<file path="config.mk">
export PLATFORM = sky130hd
export DESIGN_NAME = multicycle_control_fsm_flat
export DESIGN_NICKNAME = d
export VERILOG_FILES = /design/src/rtl/control_pkg.sv /design/src/rtl/multicycle_control_fsm_if.sv /design/src/rtl/mem_wait_timer.sv /design/src/rtl/multicycle_control_fsm.sv /design/src/flat_wrapper.sv
export SDC_FILE = /design/constraint.sdc
export NUM_CORES = 1
export LEC_CHECK = 0
export CAP_MARGIN = 0
export CORE_MARGIN = 5
export CORE_UTILIZATION = 40
export DETAILED_ROUTE_END_ITERATION = 8
export PLACE_DENSITY = 0.68
export SYNTH_ARGS = -nofsm -noshare
export SYNTH_HDL_FRONTEND = slang
export SYNTH_SLANG_ARGS = --single-unit
</file>
<file path="constraint.sdc">
create_clock -name clk -period 5.9 [get_ports clk]
set_input_delay 1.18 -clock clk [delete_from_list [all_inputs] [get_ports clk]]
set_output_delay 1.18 -clock clk [all_outputs]
set_load 0.02 [all_outputs]
</file>
<file path="src/rtl/control_pkg.sv">
// Shared encodings for the multicycle control unit: state codes, RV32I opcodes,
// datapath select encodings and the packed control-word layout.
package control_pkg;

  localparam logic [3:0] S_FETCH       = 4'd0;
  localparam logic [3:0] S_DECODE      = 4'd1;
  localparam logic [3:0] S_DECODE_JALR = 4'd2;
  localparam logic [3:0] S_MEMADR      = 4'd3;
  localparam logic [3:0] S_MEMREAD     = 4'd4;
  localparam logic [3:0] S_MEMWRITE    = 4'd5;
  localparam logic [3:0] S_MEMWB       = 4'd6;
  localparam logic [3:0] S_EXECUTER    = 4'd7;
  localparam logic [3:0] S_EXECUTEI    = 4'd8;
  localparam logic [3:0] S_JAL         = 4'd9;
  localparam logic [3:0] S_JALR        = 4'd10;
  localparam logic [3:0] S_BRANCH      = 4'd11;
  localparam logic [3:0] S_AUIPC       = 4'd12;
  localparam logic [3:0] S_LUI         = 4'd13;
  localparam logic [3:0] S_ALUWB       = 4'd14;
  localparam logic [3:0] S_TRAP        = 4'd15;

  localparam logic [6:0] OP_LOAD   = 7'b0000011;
  localparam logic [6:0] OP_STORE  = 7'b0100011;
  localparam logic [6:0] OP_RTYPE  = 7'b0110011;
  localparam logic [6:0] OP_ITYPE  = 7'b0010011;
  localparam logic [6:0] OP_JAL    = 7'b1101111;
  localparam logic [6:0] OP_JALR   = 7'b1100111;
  localparam logic [6:0] OP_BRANCH = 7'b1100011;
  localparam logic [6:0] OP_AUIPC  = 7'b0010111;
  localparam logic [6:0] OP_LUI    = 7'b0110111;
  localparam logic [6:0] OP_FENCE  = 7'b0001111;
  localparam logic [6:0] OP_SYSTEM = 7'b1110011;

  localparam logic [1:0] ALUOP_ADD    = 2'b00;
  localparam logic [1:0] ALUOP_BRANCH = 2'b01;
  localparam logic [1:0] ALUOP_FUNCT  = 2'b10;

  localparam logic [1:0] SRCA_PC   = 2'b00;
  localparam logic [1:0] SRCA_RS1  = 2'b01;
  localparam logic [1:0] SRCA_ZERO = 2'b10;

  localparam logic [1:0] SRCB_RS2   = 2'b00;
  localparam logic [1:0] SRCB_FOUR  = 2'b01;
  localparam logic [1:0] SRCB_IMM   = 2'b10;

  localparam logic [1:0] PCSRC_ALU    = 2'b00;
  localparam logic [1:0] PCSRC_ALUOUT = 2'b01;
  localparam logic [1:0] PCSRC_TRAP   = 2'b10;

  typedef struct packed {
    logic       pc_write;
    logic       pc_write_cond;
    logic [1:0] pc_source;
    logic       iord;
    logic       mem_read;
    logic       mem_write;
    logic       ir_write;
    logic       mem_to_reg;
    logic       reg_write;
    logic       is_immediate;
    logic [1:0] aluop;
    logic [1:0] alu_src_a;
    logic [1:0] alu_src_b;
    logic       illegal_instr;
    logic       bus_error;
    logic       trap;
  } ctrl_t;

  // SYSTEM is deliberately absent: this core has no CSR/ECALL support yet.
  function automatic logic is_legal_opcode(input logic [6:0] op);
    logic legal;
    case (op)
      OP_LOAD, OP_STORE, OP_RTYPE, OP_ITYPE, OP_JAL, OP_JALR,
      OP_BRANCH, OP_AUIPC, OP_LUI, OP_FENCE: legal = 1'b1;
      default:                               legal = 1'b0;
    endcase
    return legal;
  endfunction

endpackage

</file>
<file path="src/rtl/multicycle_control_fsm_if.sv">
// Control-unit bus: opcode/handshake in, datapath controls out.
// The master modport is the control FSM, the slave modport is the datapath.
interface multicycle_control_fsm_if;
  logic [6:0] opcode;
  logic       mem_ready;
  logic       pc_write;
  logic       pc_write_cond;
  logic [1:0] pc_source;
  logic       iord;
  logic       mem_read;
  logic       mem_write;
  logic       ir_write;
  logic       mem_to_reg;
  logic       reg_write;
  logic       is_immediate;
  logic [1:0] aluop;
  logic [1:0] alu_src_a;
  logic [1:0] alu_src_b;
  logic       illegal_instr;
  logic       bus_error;
  logic       trap;

  modport master (
    input  opcode, mem_ready,
    output pc_write, pc_write_cond, pc_source, iord, mem_read, mem_write,
           ir_write, mem_to_reg, reg_write, is_immediate, aluop,
           alu_src_a, alu_src_b, illegal_instr, bus_error, trap
  );

  modport slave (
    output opcode, mem_ready,
    input  pc_write, pc_write_cond, pc_source, iord, mem_read, mem_write,
           ir_write, mem_to_reg, reg_write, is_immediate, aluop,
           alu_src_a, alu_src_b, illegal_instr, bus_error, trap
  );
endinterface

</file>
<file path="src/rtl/mem_wait_timer.sv">
// Saturating wait-state counter for memory handshakes; flags the last cycle
// allowed before a bus timeout. MEM_TIMEOUT = 0 disables the timeout.
module mem_wait_timer #(
  parameter int MEM_TIMEOUT = 16
) (
  input  logic clk,
  input  logic reset,
  input  logic clear,
  input  logic count_en,
  output logic timeout
);

  localparam int TIMEOUT_W = (MEM_TIMEOUT > 0) ? $clog2(MEM_TIMEOUT + 1) : 1;
  localparam logic [TIMEOUT_W-1:0] CNT_MAX = '1;

  logic [TIMEOUT_W-1:0] count_q;
  logic [TIMEOUT_W-1:0] count_d;

  // Next count: clear wins, otherwise count up and hold at all-ones.
  always_comb begin
    count_d = count_q;
    if (clear) begin
      count_d = '0;
    end else if (count_en && (count_q != CNT_MAX)) begin
      count_d = count_q + TIMEOUT_W'(1);
    end else begin
      count_d = count_q;
    end
  end

  // Counter register with synchronous reset.
  always_ff @(posedge clk) begin
    if (reset) begin
      count_q <= '0;
    end else begin
      count_q <= count_d;
    end
  end

  generate
    if (MEM_TIMEOUT > 0) begin : g_timeout
      assign timeout = (count_q == TIMEOUT_W'(MEM_TIMEOUT - 1));
    end else begin : g_no_timeout
      assign timeout = 1'b0;
    end
  endgenerate

endmodule

</file>
<file path="src/rtl/multicycle_control_fsm.sv">
// Multicycle RV32I control FSM with memory ready handshake and bus timeout.
// Optional trap state enabled by defining CONTROL_TRAP_EN.
module multicycle_control_fsm
  import control_pkg::*;
#(
  parameter int MEM_TIMEOUT = 16
) (
  input  logic                    clk,
  input  logic                    reset,
  multicycle_control_fsm_if.master bus
);

`ifdef CONTROL_TRAP_EN
  localparam logic [3:0] S_FAULT = S_TRAP;
`else
  localparam logic [3:0] S_FAULT = S_FETCH;
`endif

  logic [3:0] state_q;
  logic [3:0] state_d;
  logic       wait_state_s;
  logic       count_en_s;
  logic       timeout_s;
  logic       bus_err_s;
  logic       clear_s;
  ctrl_t      ctrl_s;
  ctrl_t      ctrl_out_s;

  assign wait_state_s = (state_q == S_FETCH) || (state_q == S_MEMREAD) ||
                        (state_q == S_MEMWRITE);
  assign count_en_s   = wait_state_s && !bus.mem_ready;
  assign bus_err_s    = count_en_s && timeout_s;
  // A timeout in FETCH does not change state, so it must clear explicitly.
  assign clear_s      = (state_d != state_q) || bus_err_s;

  mem_wait_timer #(
    .MEM_TIMEOUT (MEM_TIMEOUT)
  ) u_mem_wait_timer (
    .clk      (clk),
    .reset    (reset),
    .clear    (clear_s),
    .count_en (count_en_s),
    .timeout  (timeout_s)
  );

  // Next-state logic.
  always_comb begin
    state_d = state_q;
    case (state_q)
      S_FETCH: begin
        if (bus.mem_ready) begin
          state_d = (bus.opcode == OP_JALR) ? S_DECODE_JALR : S_DECODE;
        end else if (bus_err_s) begin
          state_d = S_FAULT;
        end else begin
          state_d = S_FETCH;
        end
      end
      S_DECODE: begin
        case (bus.opcode)
          OP_LOAD, OP_STORE: state_d = S_MEMADR;
          OP_RTYPE:          state_d = S_EXECUTER;
          OP_ITYPE:          state_d = S_EXECUTEI;
          OP_JAL:            state_d = S_JAL;
          OP_BRANCH:         state_d = S_BRANCH;
          OP_AUIPC:          state_d = S_AUIPC;
          OP_LUI:            state_d = S_LUI;
          OP_FENCE:          state_d = S_FETCH;
          default:           state_d = S_FAULT;
        endcase
      end
      S_DECODE_JALR: state_d = S_JALR;
      S_MEMADR:      state_d = (bus.opcode == OP_STORE) ? S_MEMWRITE : S_MEMREAD;
      S_MEMREAD: begin
        if (bus.mem_ready) begin
          state_d = S_MEMWB;
        end else if (bus_err_s) begin
          state_d = S_FAULT;
        end else begin
          state_d = S_MEMREAD;
        end
      end
      S_MEMWRITE: begin
        if (bus.mem_ready) begin
          state_d = S_FETCH;
        end else if (bus_err_s) begin
          state_d = S_FAULT;
        end else begin
          state_d = S_MEMWRITE;
        end
      end
      S_MEMWB, S_BRANCH, S_ALUWB: state_d = S_FETCH;
      S_EXECUTER, S_EXECUTEI, S_JAL, S_JALR, S_AUIPC, S_LUI: state_d = S_ALUWB;
`ifdef CONTROL_TRAP_EN
      S_TRAP:        state_d = S_FETCH;
`endif
      default:       state_d = S_FETCH;
    endcase
  end

  // State register.
  always_ff @(posedge clk) begin
    if (reset) begin
      state_q <= S_FETCH;
    end else begin
      state_q <= state_d;
    end
  end

  // Moore output decode; only FETCH/memory states look at mem_ready.
  always_comb begin
    ctrl_s = '0;
    case (state_q)
      S_FETCH: begin
        ctrl_s.mem_read  = 1'b1;
        ctrl_s.alu_src_a = SRCA_PC;
        ctrl_s.alu_src_b = SRCB_FOUR;
        ctrl_s.pc_write  = bus.mem_ready;
        ctrl_s.ir_write  = bus.mem_ready;
        ctrl_s.bus_error = bus_err_s;
      end
      S_DECODE: begin
        ctrl_s.alu_src_b     = SRCB_IMM;
        ctrl_s.illegal_instr = !is_legal_opcode(bus.opcode);
      end
      S_DECODE_JALR, S_MEMADR: begin
        ctrl_s.alu_src_a = SRCA_RS1;
        ctrl_s.alu_src_b = SRCB_IMM;
      end
      S_MEMREAD: begin
        ctrl_s.mem_read  = 1'b1;
        ctrl_s.iord      = 1'b1;
        ctrl_s.bus_error = bus_err_s;
      end
      S_MEMWRITE: begin
        ctrl_s.mem_write = 1'b1;
        ctrl_s.iord      = 1'b1;
        ctrl_s.bus_error = bus_err_s;
      end
      S_MEMWB: begin
        ctrl_s.reg_write  = 1'b1;
        ctrl_s.mem_to_reg = 1'b1;
      end
      S_EXECUTER: begin
        ctrl_s.alu_src_a = SRCA_RS1;
        ctrl_s.aluop     = ALUOP_FUNCT;
      end
      S_EXECUTEI: begin
        ctrl_s.alu_src_a    = SRCA_RS1;
        ctrl_s.aluop        = ALUOP_FUNCT;
        ctrl_s.alu_src_b    = SRCB_IMM;
        ctrl_s.is_immediate = 1'b1;
      end
      S_JAL, S_JALR: begin
        ctrl_s.alu_src_a    = SRCA_PC;
        ctrl_s.alu_src_b    = SRCB_FOUR;
        ctrl_s.pc_write     = 1'b1;
        ctrl_s.pc_source    = PCSRC_ALUOUT;
        ctrl_s.is_immediate = (state_q == S_JALR);
      end
      S_BRANCH: begin
        ctrl_s.alu_src_a     = SRCA_RS1;
        ctrl_s.aluop         = ALUOP_BRANCH;
        ctrl_s.pc_write_cond = 1'b1;
        ctrl_s.pc_source     = PCSRC_ALUOUT;
      end
      S_AUIPC: ctrl_s.alu_src_b = SRCB_IMM;
      S_LUI: begin
        ctrl_s.alu_src_a = SRCA_ZERO;
        ctrl_s.alu_src_b = SRCB_IMM;
      end
      S_ALUWB: ctrl_s.reg_write = 1'b1;
`ifdef CONTROL_TRAP_EN
      S_TRAP: begin
        ctrl_s.trap      = 1'b1;
        ctrl_s.pc_write  = 1'b1;
        ctrl_s.pc_source = PCSRC_TRAP;
      end
`endif
      default: ctrl_s = '0;
    endcase
  end

  // Reset silences every control output, even mid-instruction.
  always_comb begin
    if (reset) begin
      ctrl_out_s = '0;
    end else begin
      ctrl_out_s = ctrl_s;
    end
  end

  assign bus.pc_write      = ctrl_out_s.pc_write;
  assign bus.pc_write_cond = ctrl_out_s.pc_write_cond;
  assign bus.pc_source     = ctrl_out_s.pc_source;
  assign bus.iord          = ctrl_out_s.iord;
  assign bus.mem_read      = ctrl_out_s.mem_read;
  assign bus.mem_write     = ctrl_out_s.mem_write;
  assign bus.ir_write      = ctrl_out_s.ir_write;
  assign bus.mem_to_reg    = ctrl_out_s.mem_to_reg;
  assign bus.reg_write     = ctrl_out_s.reg_write;
  assign bus.is_immediate  = ctrl_out_s.is_immediate;
  assign bus.aluop         = ctrl_out_s.aluop;
  assign bus.alu_src_a     = ctrl_out_s.alu_src_a;
  assign bus.alu_src_b     = ctrl_out_s.alu_src_b;
  assign bus.illegal_instr = ctrl_out_s.illegal_instr;
  assign bus.bus_error     = ctrl_out_s.bus_error;
  assign bus.trap          = ctrl_out_s.trap;

endmodule

</file>
<file path="src/flat_wrapper.sv">
// flat-port wrapper written by rule: the top's interface ports become plain ports
module multicycle_control_fsm_flat import control_pkg::*;
#(
  parameter int MEM_TIMEOUT = 16
)
  (clk, reset, bus_opcode, bus_mem_ready, bus_pc_write, bus_pc_write_cond, bus_pc_source, bus_iord, bus_mem_read, bus_mem_write, bus_ir_write, bus_mem_to_reg, bus_reg_write, bus_is_immediate, bus_aluop, bus_alu_src_a, bus_alu_src_b, bus_illegal_instr, bus_bus_error, bus_trap);
  multicycle_control_fsm_if bus_i ();
  input  logic clk;
  input  logic reset;
  input wire logic [$bits(bus_i.opcode)-1:0] bus_opcode;
  input wire logic [$bits(bus_i.mem_ready)-1:0] bus_mem_ready;
  output wire logic [$bits(bus_i.pc_write)-1:0] bus_pc_write;
  output wire logic [$bits(bus_i.pc_write_cond)-1:0] bus_pc_write_cond;
  output wire logic [$bits(bus_i.pc_source)-1:0] bus_pc_source;
  output wire logic [$bits(bus_i.iord)-1:0] bus_iord;
  output wire logic [$bits(bus_i.mem_read)-1:0] bus_mem_read;
  output wire logic [$bits(bus_i.mem_write)-1:0] bus_mem_write;
  output wire logic [$bits(bus_i.ir_write)-1:0] bus_ir_write;
  output wire logic [$bits(bus_i.mem_to_reg)-1:0] bus_mem_to_reg;
  output wire logic [$bits(bus_i.reg_write)-1:0] bus_reg_write;
  output wire logic [$bits(bus_i.is_immediate)-1:0] bus_is_immediate;
  output wire logic [$bits(bus_i.aluop)-1:0] bus_aluop;
  output wire logic [$bits(bus_i.alu_src_a)-1:0] bus_alu_src_a;
  output wire logic [$bits(bus_i.alu_src_b)-1:0] bus_alu_src_b;
  output wire logic [$bits(bus_i.illegal_instr)-1:0] bus_illegal_instr;
  output wire logic [$bits(bus_i.bus_error)-1:0] bus_bus_error;
  output wire logic [$bits(bus_i.trap)-1:0] bus_trap;
  assign bus_i.opcode = bus_opcode;
  assign bus_i.mem_ready = bus_mem_ready;
  assign bus_pc_write = bus_i.pc_write;
  assign bus_pc_write_cond = bus_i.pc_write_cond;
  assign bus_pc_source = bus_i.pc_source;
  assign bus_iord = bus_i.iord;
  assign bus_mem_read = bus_i.mem_read;
  assign bus_mem_write = bus_i.mem_write;
  assign bus_ir_write = bus_i.ir_write;
  assign bus_mem_to_reg = bus_i.mem_to_reg;
  assign bus_reg_write = bus_i.reg_write;
  assign bus_is_immediate = bus_i.is_immediate;
  assign bus_aluop = bus_i.aluop;
  assign bus_alu_src_a = bus_i.alu_src_a;
  assign bus_alu_src_b = bus_i.alu_src_b;
  assign bus_illegal_instr = bus_i.illegal_instr;
  assign bus_bus_error = bus_i.bus_error;
  assign bus_trap = bus_i.trap;
  multicycle_control_fsm #(.MEM_TIMEOUT(MEM_TIMEOUT)) u_core (.clk(clk), .reset(reset), .bus(bus_i));
endmodule
</file>
==> key figures, run 1 <==
Outcome
  • Outcome: finished clean

Pwr
  • Comb power frac: 64.5%
  • Clock power share: 9.8%
  • Worst vdd ir: 273.5 uV
  • Sequential share of power: 25.7%
  • Pleak: 0.4660 nW
  • P_sw: 0.2342 mW
  • Int Power: 0.2438 mW
  • Switching share of power: 49.00%
  • Power Dens Cells: 354.7 nW/um2

Routing
  • Routed WL per cell: 13.32 um
  • Initial drt markers: 38
  • TritonRoute pass-1 iters: 4
  • DRC: 0
  • Final ANT Viol Nets: 0
  • Detailed Route WL: 2704 um
  • Via count: 1139
  • Drt via density: 5.611

Timing
  • Worst slew margin: 56.75%
  • RSZ-0062 raised after global routing: no
  • Tmin final: 4360 ps
  • Final setup margin: 1540 ps
  • Setup Total Neg Slack: 0 ps
  • Max Slew Vio Count: 0
  • Slew @ Worst Pin: 646.7 ps
  • Layout Skew: 4.132 ps
  • Setup-failing EPs final: 0
  • Crit share post-route: 73.90%
  • Hold Fails Final Rpt: 0
  • F_max: 229.4 MHz

Layout
  • Area growth, synth to finish: 23.65%
  • Antenna cells: 0
  • Ratio of cells with drive above 1 in the final layout: 7.558%
  • Final #Nets: 186

Floorplan
  • Die Y-Extent: 62.20 um
  • Core area: 2686 um2
  • Initial cell density of the core: 40.57%
  • DIE WIDTH: 62.20 um
  • Io pins: 30
  • Row cnt: 19
  • Die Area: 3868 um2

Worst setup path
  • Worst Path Required: 4720 ps
  • Max stage delay on crit path: 740 ps
  • Most frequent cell on the critical path: clkdlybuf4s50_1
  • Critical path depth in cells: 4
  • CP Launch Type: primary input
  • Critical path class: in -> out
  • Reg2reg start: u_core.state_q[0]$_SDFF_PP0_
  • Worst path arrival time: 3180 ps
  • Worst R2R Path Depth: 6
  • Crit-path leading delay family: buffers and inverters
  • Cell Chain, Critical Path: clkdlybuf4s50_1, or3_1, a31oi_1, clkdlybuf4s50_1
  • FF-to-FF setup slack: 3550 ps
  • CP max stage cell: clkdlybuf4s50_1
  • Number of buffers and inverters on the critical path: 2
  • Crit-path max FO: 20
  • Critical Path Sink Type: output port
  • R2r endpoint: u_core.u_mem_wait_timer.count_q[4]$_SDFFE_PP0P_

Synthesis
  • Yosys reg bits: 9
  • Synth cell types: 52
  • Post-Syn Area per Cell: 7.123 um2
  • Number of flops mapped to enable cells by yosys: 0
  • Asr flop ratio synth: 0%
  • Synthesized area: 1090 um2
  • Yosys Warn Count: 0
  • Sequential-to-total area share from yosys stat: 16.53%
  • Synth Instances: 153
  • Dominant synthesized flop cell: dfxtp_1

Clocking
  • Count of hold-fix buffers inserted at cts: 0
  • TritonCTS clock tree: built
  • Clk slew on worst S/H paths: 60 ps
  • Worst skew pair latency: 260 ps
  • Clock buffer count from CTS: 3
  • Number of setup buffers added after CTS: 0
  • H-tree depth: 1
  • CTS root buf: clkbuf_4
  • Clock Tree Buf Depth: 2
  • Clk sinks: 9
  • Resize count post-CTS: 0

GRT
  • Largest net degree at the start of global routing: 21
  • First-pass GRT wire length: 4899 um
  • Vias in the first global route: 1068
  • Total Routing Usage GR: 14.84%
  • Initial antenna violation count: 0
  • Total gr overflow: 0

Worst hold path
  • Hold Path Class: reg -> reg
  • Hold Path End: u_core.u_mem_wait_timer.count_q[4]$_SDFFE_PP0P_
  • Hold path depth: 2
  • Hold wc startpoint: u_core.u_mem_wait_timer.count_q[4]$_SDFFE_PP0P_

Placed design
  • Final HPWL DP: 2091 um
  • RePlAce Congestion: 0.8079
  • Port bufs: 27
  • Pre-CTS WS: 1527 ps

Job
  • Max cap viols: 0
[synthesized netlist by cell type (all sizes together) (3+ instances only)]
cell type / count / share of area [%]
nand2: 16 / 5.5
dfxtp: 9 / 17
mux2i: 3 / 2.8
nor4: 3 / 3.1
nor2b: 5 / 3.1
nor2: 18 / 6.2
buf: 9 / 4.7
ha: 3 / 3.4
nand2b: 10 / 5.7
or2: 3 / 1.7
clkbuf: 3 / 1.0
nor3: 14 / 6.4
inv: 4 / 1.4
a21oi: 12 / 5.5
o21ai: 4 / 1.8
[flip-flops by register name, indices dropped and copies added, names as in the netlist]
signal and cells:
u_core.state_q 4, u_core.u_mem_wait_timer.count_q 5
[how the worst max path moves through the flow]
stage                             end  slack, ps     startpoint
global route        bus_illegal_instr       1390          reset
detailed placement  bus_illegal_instr       1530          reset
floorplan           bus_illegal_instr       2610  bus_opcode[6]
CTS                 bus_illegal_instr       1530          reset
finish              bus_illegal_instr       1540          reset
global placement    bus_illegal_instr       1570          reset
[stage by stage]
step | hold WS (ps) | power (mW) | cell area, um2 | instances | utilization [%]
CTS | 567.4 | 0.4812 | 1348 | 203 | 50.16
detailed placement | 559.8 | 0.4328 | 1321 | 199 | 49.18
floorplan | 512.5 | 0.3591 | 1094 | 154 | -
global route | 599.6 | 0.5279 | 1348 | 203 | 50.16
global placement | 530.2 | 0.4282 | 1321 | 199 | 49.18
finish | 567.1 | 0.4780 | 1348 | 203 | 50.16
[cell usage in the layout, fill, tap and decap left out, drive strengths merged, types with 2 or more instances in the layout]
cell	netlist	final
nor4	3	3
mux2i	3	3
or2	3	3
nand3	2	2
nand2	16	16
dfxtp	9	9
a31oi	2	2
clkbuf	3	4
nand2b	10	10
nor2b	5	5
or4	2	2
ha	3	3
nor3b	2	2
inv	4	4
a21oi	12	12
conb	1	2
nor3	14	14
or3	2	2
o21ai	4	4
nand4	2	2
xor2	2	2
clkdlybuf4s50	0	27
xnor2	2	2
nor2	18	18
[power by group through the flow]
stage	sequential, mW	combinational (mW)	clock [mW]
floorplan	0.0875	0.272	0
global placement	0.122	0.306	0
detailed placement	0.124	0.309	0
CTS	0.122	0.310	0.0492
global route	0.131	0.342	0.0551
finish	0.123	0.308	0.0467
[cells by family after synthesis]
group           Yosys count  synth area share (%)
simple gates             83                 41.68
compound gates           33                 22.50
buf+inv                  17                 8.839
flops                     9                 16.53
xor+xnor                  4                 3.904
fa+ha+maj                 3                 3.445
mux                       3                 2.756
other cells               1                0.3441
[cell type report]
type	count	area, um2
Inverter	4	15.01
Tap cell	31	38.79
Timing Repair Buffer	27	270.3
Sequential cell	9	180.2
Clock buffer	4	26.28
Fill cell	280	1339
Multi-Input combinational cell	128	817.0
[tightest hold or removal path, delay by kind of cell (launching register included)]
| family | cells | cell delay (ps) |
|---|---|---|
| flip-flops | 1 | 330 |
| AND/OR/NAND/NOR | 1 | 130 |
| AO/OA/AOI/OAI | 1 | 60 |
[metal layers]
metal  GRT usage [%]  wire length [um]  up-vias
met5               0                 0        -
met4           6.233                36        0
met3           3.063               112        3
met2           23.96              1304       24
met1           18.91              1251      525
li1                -                 -      587
Power figures use the tool's default switching activity.
==> run 2, diff against run 1 <==
PLACE_DENSITY = 0.71   (was 0.68)
clock period = 3.8 ns   (was 5.9 ns; I/O delays follow)
==> run 2 against run 1 <==
Compared with the run above: design area increased by 1.1%; sequential power grew 56%; wire length increased by 0.96%; register-to-register slack got worse by 2200 ps; total power grew 57%; worst hold slack lost 9.8 ps; flip-flop and latch count did not move; setup slack got worse by 1200 ps; die area did not move; largest power group unchanged.
==> key figures, run 2 (synthesis gave the netlist of run 1 again) <==
Outcome
  • Outcome: finished clean (unchanged)

Pwr
  • Tot Pwr: 0.7493 mW (was 0.4780 mW)
  • Clock power share: 9.9% (was 9.8%)
  • Int Power: 0.3801 mW (was 0.2438 mW)
  • Worst vdd ir: 490.9 uV (was 273.5 uV)
  • Pleak: 0.4756 nW (was 0.4660 nW)
  • Power Dens Cells: 549.9 nW/um2 (was 354.7 nW/um2)
  • Switching share of power: 49.28% (was 49.00%)
  • Comb power frac: 64.6% (was 64.5%)
  • P_sw: 0.3692 mW (was 0.2342 mW)
  • Sequential share of power: 25.6% (was 25.7%)

Job
  • Max cap viols: 0 (unchanged)

Layout
  • Fillers: 276 (was 280)
  • Ratio of cells with drive above 1 in the final layout: 8.621% (was 7.558%)
  • Largest Register: u_core.u_mem_wait_timer.count_q (unchanged)
  • Area growth, synth to finish: 25.03% (was 23.65%)
  • Commonest cells after routing, fill and taps aside: clkdlybuf4s50_1 (27), nor2_1 (18), nand2_1 (16), nor3_1 (14), a21oi_1 (12) (unchanged)
  • Max FFs per register: 5 (unchanged)
  • Finished Cell Area: 1363 um2 (was 1348 um2)
  • Multi-input gate area: 817.0 um2 (unchanged)
  • Final #Nets: 188 (was 186)
  • Top Registers: u_core.u_mem_wait_timer.count_q: 5 flops, u_core.state_q: 4 flops (unchanged)
  • Register area: 180.2 um2 (unchanged)
  • Antenna cells: 0 (unchanged)
  • Final Util: 50.72% (was 50.16%)
  • Most common cell after layout, fill and taps aside: clkdlybuf4s50_1 (unchanged)

GRT
  • Total gr overflow: 0 (unchanged)
  • Total Routing Usage GR: 14.63% (was 14.84%)
  • Largest net degree at the start of global routing: 20 (was 21)
  • Vias in the first global route: 1090 (was 1068)
  • Initial antenna violation count: 0 (unchanged)
  • First-pass GRT wire length: 4995 um (was 4899 um)

Worst setup path
  • Reg2reg start: u_core.state_q[0]$_SDFF_PP0_ (unchanged)
  • Worst Path Required: 3040 ps (was 4720 ps)
  • Critical Path Sink Type: output port (unchanged)
  • Critical path class: in -> out (unchanged)
  • CP Launch Type: primary input (unchanged)
  • Worst setup path startpoint: bus_opcode[5] (was reset)
  • Crit-path max FO: 7 (was 20)
  • Worst path arrival time: 2700 ps (was 3180 ps)

Routing
  • Via count: 1139 (unchanged)
  • TritonRoute pass-1 iters: 4 (unchanged)
  • DRC: 0 (unchanged)
  • Routed WL per cell: 13.32 um (about the same)
  • Final ANT Viol Nets: 0 (unchanged)
  • Detailed Route WL: 2730 um (was 2704 um)
  • Initial drt markers: 101 (was 38)
  • Drt via density: 5.556 (was 5.611)

Floorplan
  • Core area: 2686 um2 (unchanged)
  • DIE WIDTH: 62.20 um (unchanged)
  • Die Y-Extent: 62.20 um (unchanged)
  • Io pins: 30 (unchanged)
  • Die Area: 3868 um2 (unchanged)
  • Row cnt: 19 (unchanged)
  • Initial cell density of the core: 40.57% (unchanged)

Placed design
  • Port bufs: 27 (unchanged)
  • Area post-placement: 1336 um2 (was 1321 um2)
  • Final HPWL DP: 2100 um (was 2091 um)
  • RePlAce Congestion: 0.9032 (was 0.8079)

Timing
  • Crit share post-route: 91.11%
  • Tmin final: 3462 ps
  • Setup Total Neg Slack: 0 ps (unchanged)
  • Max Slew Vio Count: 0 (unchanged)
  • RSZ-0062 raised after global routing: no (unchanged)
  • Setup-failing EPs final: 0 (unchanged)
  • Worst slew margin: 53.66% (was 56.75%)
  • Slew @ Worst Pin: 694.1 ps (was 646.7 ps)
  • Layout Skew: 9.694 ps (was 4.132 ps)
  • Hold Fails Final Rpt: 0 (unchanged)
  • F_max: 288.8 MHz

Clocking
  • Clock Tree Buf Depth: 2 (unchanged)
  • Number of setup buffers added after CTS: 0 (unchanged)
  • Worst skew pair latency: 260 ps (about the same)
  • Resize count post-CTS: 0 (unchanged)
  • Clk sinks: 9 (unchanged)
  • Clock buffer count from CTS: 3 (unchanged)
  • Count of hold-fix buffers inserted at cts: 0 (unchanged)
  • CTS root buf: clkbuf_4 (unchanged)
  • H-tree depth: 1 (unchanged)
  • Clk slew on worst S/H paths: 60 ps (about the same)
  • TritonCTS clock tree: built (unchanged)

Worst hold path
  • Hold wc startpoint: u_core.u_mem_wait_timer.count_q[1]$_SDFFE_PP0P_ (was u_core.u_mem_wait_timer.count_q[4]$_SDFFE_PP0P_)
  • Hold Path Class: reg -> reg (unchanged)
run 2: changes by cell type in the layout (fill, tap and decap cells not counted), sizes merged:
cell,delta
buf,+2
run 2: per-stage QoR:
step           hold slack, ps  instances  setup slack, ps
6_report                557.3        205            337.7
5_1_grt                 599.6        205            223.4
4_1_cts                 558.5        205            343.1
3_5_place_dp            545.2        201            349.6
3_3_place_gp            529.8        201            454.7
2_1_floorplan           512.5        154             1302
run 2: cell type report:
| type | instances | area share [%] |
|---|---|---|
| Inverter | 4 | 1.102 |
| Tap cell | 31 | 2.847 |
| Timing Repair Buffer | 29 | 20.94 |
| Multi-Input combinational cell | 128 | 59.96 |
| Sequential cell | 9 | 13.22 |
| Clock buffer | 4 | 1.928 |
run 2: critical path, stage by stage:
cell and delay (ps):
clkdlybuf4s50_1 600, inv_1 110, nand2_1 80, o21ai_0 90, a21oi_1 150, o32ai_1 100, a31oi_1 190, clkdlybuf4s50_1 620
run 2: final timing paths:
check | endpoint | slack (ps) | cells past startpoint
min | u_core.u_mem_wait_timer.count_q[1]$_SDFFE_PP0P_ | 560 | 2
max reg2reg | u_core.u_mem_wait_timer.count_q[4]$_SDFFE_PP0P_ | 1390 | 6
max | bus_illegal_instr | 340 | 8
min reg2reg | u_core.u_mem_wait_timer.count_q[1]$_SDFFE_PP0P_ | 560 | 2
run 2: metal layers:
metal | global-route usage, % | up-vias | part of all wire (%)
met5 | 0 | - | 0
li1 | - | 590 | -
met2 | 24.09 | 17 | 48
met4 | 5.149 | 0 | 0.73
met3 | 1.802 | 2 | 2.3
met1 | 19.37 | 530 | 49
run 2: power by group through the flow:
stage                     clock network (mW)  logic (mW)  registers [mW]
after floorplan                            0       0.422           0.136
after global placement                     0       0.478           0.189
after detailed placement                   0       0.484           0.191
after CTS                             0.0764       0.486           0.189
after global routing                  0.0851       0.533           0.201
final                                 0.0740       0.484           0.192
==> run 3, diff against run 2 <==
HOLD_SLACK_MARGIN = 0.06   (was unset)
==> results of run 3 <==
The final DEF is identical to that of run 2; final timing and power are the same.
